## src/rtl/sound_sequencer.sv

```systemverilog
// Game-event melody sequencer: arbitrates four event requests by fixed priority
// and steps a melody ROM in timed notes to drive the buzzer note/enable inputs.
module sound_sequencer #(
  parameter int TICK_CLKS = 250000,
  parameter int GAP_TICKS = 1
) (
  input  logic       clk,
  input  logic       rst,
  input  logic [3:0] req,
  input  logic       mute,
  output logic [3:0] note,
  output logic       enable,
  output logic       busy,
  output logic [1:0] cur_id
);

  localparam int             TW        = (TICK_CLKS > 1) ? $clog2(TICK_CLKS) : 1;
  localparam logic [TW-1:0]  TICK_LAST = TW'(TICK_CLKS - 1);
  localparam logic [5:0]     GAP_LAST  = 6'(GAP_TICKS - 1);
  localparam bit             HAS_GAP   = (GAP_TICKS > 0);

  typedef enum logic [1:0] {
    IDLE,
    LOAD,
    PLAY,
    GAP
  } state_t;

  state_t        state_q, state_d;
  logic [1:0]    load_id_q, load_id_d;
  logic [1:0]    cur_id_q, cur_id_d;
  logic [2:0]    step_q, step_d;
  logic [TW-1:0] tick_q, tick_d;
  logic [5:0]    dur_cnt_q, dur_cnt_d;
  logic [3:0]    pending_q, pending_d;

  logic [3:0] cur_note;
  logic [5:0] cur_dur;
  logic [5:0] next_dur;
  logic [1:0] req_hi;
  logic [1:0] active_id;
  logic       preempt;
  logic       tick_wrap;
  logic       play_expire;
  logic       gap_expire;
  logic       melody_end;
  logic       step_end;

  // ROM: {note, dur} per step; a zero duration terminates the melody.
  function automatic logic [3:0] rom_note(input logic [1:0] id, input logic [2:0] step);
    logic [3:0] n;
    n = 4'd0;
    case ({id, step})
      5'b00_000: n = 4'd8;
      5'b00_001: n = 4'd1;
      5'b01_000: n = 4'd10;
      5'b01_001: n = 4'd0;
      5'b01_010: n = 4'd10;
      5'b10_000: n = 4'd8;
      5'b10_001: n = 4'd9;
      5'b10_010: n = 4'd10;
      5'b11_000: n = 4'd1;
      5'b11_001: n = 4'd3;
      5'b11_010: n = 4'd5;
      5'b11_011: n = 4'd7;
      default:   n = 4'd0;
    endcase
    return n;
  endfunction

  function automatic logic [5:0] rom_dur(input logic [1:0] id, input logic [2:0] step);
    logic [5:0] d;
    d = 6'd0;
    case ({id, step})
      5'b00_000: d = 6'd4;
      5'b00_001: d = 6'd4;
      5'b01_000: d = 6'd10;
      5'b01_001: d = 6'd2;
      5'b01_010: d = 6'd10;
      5'b10_000: d = 6'd8;
      5'b10_001: d = 6'd8;
      5'b10_010: d = 6'd24;
      5'b11_000: d = 6'd8;
      5'b11_001: d = 6'd8;
      5'b11_010: d = 6'd8;
      5'b11_011: d = 6'd24;
      default:   d = 6'd0;
    endcase
    return d;
  endfunction

  function automatic logic [1:0] highest(input logic [3:0] v);
    logic [1:0] h;
    h = 2'd0;
    if (v[3])      h = 2'd3;
    else if (v[2]) h = 2'd2;
    else if (v[1]) h = 2'd1;
    return h;
  endfunction

  always_ff @(posedge clk or posedge rst) begin
    if (rst) begin
      state_q   <= IDLE;
      load_id_q <= 2'd0;
      cur_id_q  <= 2'd0;
      step_q    <= 3'd0;
      tick_q    <= '0;
      dur_cnt_q <= 6'd0;
      pending_q <= 4'd0;
    end else begin
      state_q   <= state_d;
      load_id_q <= load_id_d;
      cur_id_q  <= cur_id_d;
      step_q    <= step_d;
      tick_q    <= tick_d;
      dur_cnt_q <= dur_cnt_d;
      pending_q <= pending_d;
    end
  end

  always_comb begin
    state_d   = state_q;
    load_id_d = load_id_q;
    cur_id_d  = cur_id_q;
    step_d    = step_q;
    tick_d    = tick_q;
    dur_cnt_d = dur_cnt_q;
    pending_d = pending_q;

    cur_note    = rom_note(cur_id_q, step_q);
    cur_dur     = rom_dur(cur_id_q, step_q);
    next_dur    = rom_dur(cur_id_q, step_q + 3'd1);
    req_hi      = highest(req);
    // During LOAD the melody being loaded is the one a new request competes with.
    active_id   = (state_q == LOAD) ? load_id_q : cur_id_q;
    preempt     = (state_q != IDLE) && (req != 4'd0) && (req_hi >= active_id);
    tick_wrap   = (tick_q == TICK_LAST);
    play_expire = tick_wrap && (dur_cnt_q == cur_dur - 6'd1);
    gap_expire  = tick_wrap && (dur_cnt_q == GAP_LAST);
    melody_end  = (step_q == 3'd7) || (next_dur == 6'd0);
    step_end    = ((state_q == PLAY) && play_expire && !HAS_GAP) ||
                  ((state_q == GAP) && gap_expire);

    if ((state_q == PLAY) || (state_q == GAP)) begin
      if (tick_wrap) begin
        tick_d    = '0;
        dur_cnt_d = dur_cnt_q + 6'd1;
      end else begin
        tick_d = tick_q + TW'(1);
      end
    end

    if (state_q == IDLE) begin
      if ((pending_q | req) != 4'd0) begin
        state_d   = LOAD;
        load_id_d = highest(pending_q | req);
        pending_d = (pending_q | req) & ~(4'b0001 << highest(pending_q | req));
      end
    end else if (preempt) begin
      state_d   = LOAD;
      load_id_d = req_hi;
      pending_d = (pending_q | req) & ~(4'b0001 << req_hi);
    end else begin
      pending_d = pending_q | req;
      case (state_q)
        LOAD: begin
          cur_id_d  = load_id_q;
          step_d    = 3'd0;
          tick_d    = '0;
          dur_cnt_d = 6'd0;
          state_d   = PLAY;
        end
        PLAY: begin
          if (play_expire && HAS_GAP) begin
            tick_d    = '0;
            dur_cnt_d = 6'd0;
            state_d   = GAP;
          end
        end
        default: ;
      endcase

      // Leaving a step: continue the melody, hand over to the best pending one, or go idle.
      if (step_end) begin
        tick_d    = '0;
        dur_cnt_d = 6'd0;
        if (!melody_end) begin
          step_d  = step_q + 3'd1;
          state_d = PLAY;
        end else if (pending_d != 4'd0) begin
          load_id_d = highest(pending_d);
          pending_d = pending_d & ~(4'b0001 << highest(pending_d));
          state_d   = LOAD;
        end else begin
          state_d = IDLE;
        end
      end
    end
  end

  assign note   = (state_q == PLAY) ? cur_note : 4'd0;
  assign enable = (state_q == PLAY) && (cur_note != 4'd0) && !mute;
  assign busy   = (state_q != IDLE);
  assign cur_id = cur_id_q;

endmodule

```

## config.mk

```make
export PLATFORM = sky130hd
export DESIGN_NAME = sound_sequencer
export DESIGN_NICKNAME = d
export VERILOG_FILES = /design/src/rtl/sound_sequencer.sv
export SDC_FILE = /design/constraint.sdc
export NUM_CORES = 1
export LEC_CHECK = 0
export BUFFER_PORTS_ARGS = -buffer_cell sky130_fd_sc_hd__buf_2
export CORE_AREA = 10 10 79 81
export CTS_CLUSTER_DIAMETER = 50
export CTS_CLUSTER_SIZE = 8
export DETAILED_ROUTE_END_ITERATION = 8
export DIE_AREA = 0 0 89 91
export PLACE_DENSITY_LB_ADDON = 0.12
export REMOVE_ABC_BUFFERS = 1
export SYNTH_ARGS = -nofsm -noshare
export SYNTH_HDL_FRONTEND = slang
export SYNTH_SLANG_ARGS = --single-unit
```

## constraint.sdc

```tcl
create_clock -name clk -period 5.4 [get_ports clk]
set_clock_uncertainty 0.05 [all_clocks]
set_input_delay 0.54 -clock clk [delete_from_list [all_inputs] [get_ports clk]]
set_output_delay 0.54 -clock clk [all_outputs]
set_load 0.02 [all_outputs]
```

==> summary.md <==
| Metric | Value |
|---|---|
| Status | `finished, final reports clean` |
| Clock Latency Late Sink | `0.29 ns` |
| Vias | `2031` |
| Final HPWL DP | `3.764 mm` |
| H-tree level count | `2` |
| Fmax | `0.2994 GHz` |
| Tcrit/Tclk final | `0.6185` |
| Initial Util | `0.5444` |
| Distinct cell type count after synthesis | `50` |
| Min-delay worst type | `in -> async` |
| Arrival time worst endpoint | `about 3.5 ns` |
| Die W | `between 80 and 90 µm` |
| Initial DRC count | `95` |
| CTS sink cnt | `37` |
| EDFF count, synth | `0` |
| Final hold slack | `0.2932 ns` |
| Fraction of power spent switching nets | `0.4027` |
| DP Area | `between 0.002 and 0.003 mm²` |
| Worst slew margin | `0.3808` |
| Max incr delay on CP | `roughly 0.46 ns` |
| Global-route wire length before repair | `roughly 9 mm` |
| Site row count | `25` |
| GR Overflow Total | `0` |
| Design area | `0.002780 mm²` |
| CTS Hold Bufs | `0` |
| DRT Pass-1 Iters | `4` |
| Slew @ Worst Pin | `approximately 0.9 ns` |
| CP top delay family | `compound AO/OA/AOI/OAI gates` |
| CP Buf/Inv Count | `1` |
| Crit-path slowest cell | `nor2_1` |
| Layout net count | `330` |
| Post-CTS Resized | `0` |
| Top-area cell type share of the netlist area | `0.3649` |
| CP startpoint kind | `flip-flop` |
| Antenna cells | `0` |
| Sequential fraction of the synthesis area | `0.3649` |
| Fillcell total | `411` |
| Power share of the combinational group | `0.444` |
| Final wirelength | `5.062 mm` |
| Vias in the first global route | `2030` |
| Worst-path fanout max | `9` |
| Gr usage total | `0.1338` |
| Sequential Power Share | `0.337` |
| Cell Pwr Density | `around 410 mW/mm²` |
| Placed cell count | `351` |
| Core area | `0.004661 mm²` |
| Unrepaired setup endpoints after global routing | `no` |
| CTS tree | `done` |
| Clock power frac | `0.219` |
| WS Path Type | `reg -> reg` |
| Initial antenna violation count | `0` |
| Avg Cell Area, Syn | `around 8.8 µm²` |
| Cell taking the most area after synthesis | `dfrtp_1` |
| Layout cell share with drive strength beyond 1 | `0.1246` |
| Max-slew violation count | `0` |
| Vias per cell | `between 5 and 6` |
| Synth area leaders | `dfrtp_1 36%, ha_1 9.4%, xor2_1 6.9%` |
| Util after Layout | `0.5965` |
| Port bufs | `14` |
| # DRC | `0` |
| Cells after Synth | `288` |
| Top_reg_cell synth | `dfrtp_1` |
| Post-CTS Setup Bufs | `0` |
| Routability cong. | `roughly 0.82` |
| Crit-path cells | `inv_1 > ha_1 > mux2_2 > ha_1 > nand2b_1 > a21oi_1 > nor2_1 > nor2_1 > a32oi_2 > a41oi_2 > mux2_4` |
| Area delta synth->final | `9.566%` |
| Die ar. | `a little over 0.008 mm²` |
| Die outline height | `91 µm` |
| Maxcap violations | `0` |
| Hold Vio Cnt, Final | `0` |
| Yosys reg bits | `37` |
| Io pins | `15` |
| YS warnings | `0` |
| P_leak | `between 1 and 1.5 nW` |
| CTS root buf | `clkbuf_8` |
| Post-DRT Antenna Nets | `0` |
| Final setup vio count | `0` |
| Cell Int Power | `681.2 µW` |
| Switching power | `between 400 and 500 µW` |
| Final min period | `~3.3 ns` |
| Routed WL per cell | `~14 µm` |
| Peak VDD IR | `around 0.25 mV` |
| Post-Syn Area | `about 0.0025 mm²` |
| Required time worst endpoint | `~5.5 ns` |
| Buffer depth of the longest clock path | `2` |
| Final Non-Filler Cells | `between 300 and 400` |
| Clk pin slew, worst setup/hold paths | `0.08 ns` |
| CTS Buf Count | `5` |
| Pin count of the biggest net entering global routing | `38` |
| Setup TNS | `0 ns` |
| Asr flop ratio synth | `1.000` |
| Critical Path Sink Type | `flip-flop` |
layer usage:
metal	up-vias	wire, µm	GRT usage
met5	-	0	0
met2	23	2293	0.2148
met1	965	2533	0.1721
li1	1037	-	-
met3	6	172	0.03038
met4	0	63	0.04377
synthesized netlist by cell type, types with 9 or more instances:
cell type	count
a21oi_1	12
xor2_1	20
ha_1	19
inv_1	15
nor2_1	46
dfrtp_1	37
nor3_1	9
nand3_1	14
nand4_1	9
nand2_1	25
final timing paths:
| kind | depth (start not counted) | slack, ns | startpoint | end |
|---|---|---|---|---|
| setup / recovery | 11 | 2.06 | state_q[1] | state_q[0] |
| min in group clk | 1 | 0.47 | load_id_q[0] | load_id_q[0] |
| hold reg to reg | 1 | 0.47 | load_id_q[0] | load_id_q[0] |
| hold / removal | 3 | 0.29 | rst | load_id_q[0] |
| setup reg to reg | 11 | 2.06 | state_q[1] | state_q[0] |
| max in group asynchronous | 3 | 4.68 | rst | tick_q[12] |
flip-flops by register name, summed over array words and instances (netlist names):
signal and count:
dur_cnt_q 6, state_q 2, step_q 3, load_id_q 2, pending_q 4, tick_q 18
cur_id 2
area by class of cell:
class | count | area [µm²] | area share
Clock buffer | 6 | 82.58 | 0.02970
Clock inverter | 2 | 37.54 | 0.01350
Inverter | 16 | 60.06 | 0.02160
Multi-Input combinational cell | 228 | 1521 | 0.5473
Sequential cell | 37 | 925.9 | 0.3330
Tap cell | 54 | 67.56 | 0.02430
Timing Repair Buffer | 16 | 85.08 | 0.03060
metrics by stage:
stage	setup slack (ns)	total power [mW]
after floorplan	2.389	0.7685
after global placement	2.183	0.8930
after detailed placement	2.088	0.8972
after CTS	2.085	1.149
after global routing	1.814	1.230
final	2.060	1.141
worst min-delay path: stages:
cell,delay [ns]
buf_2,0.09
inv_1,0.04
buf_4,0.40
power groups by stage:
stage	combinational (mW)	sequential, mW	clock, mW
after detailed placement	0.508	0.389	0
final	0.507	0.384	0.249
after global placement	0.505	0.388	0
after global routing	0.570	0.394	0.267
after CTS	0.509	0.383	0.257
after floorplan	0.387	0.381	0
layout by cell type (no fill, tap or decap), types with 7 or more instances in the layout:
cell	count
nor2_1	46
dfrtp_1	37
nand2_1	25
xor2_1	20
ha_1	19
inv_1	15
nand3_1	14
buf_2	14
a21oi_1	12
nand4_1	9
nor3_1	9
o21ai_0	7
mux2i_1	7
xnor2_1	7
cell families (layout without fill, tap and decap cells):
kind of cell | Yosys count | count (layout) | share of synthesized area
buffers and inverters | 23 | 40 | 0.03550
XOR/XNOR | 27 | 27 | 0.09320
AND/OR/NAND/NOR | 137 | 137 | 0.2747
AO/OA/AOI/OAI | 35 | 35 | 0.09567
adder cells (fa/ha/maj) | 19 | 19 | 0.09369
flip-flops | 37 | 37 | 0.3649
multiplexers | 10 | 10 | 0.04241
(Power assumes the default switching activity.)
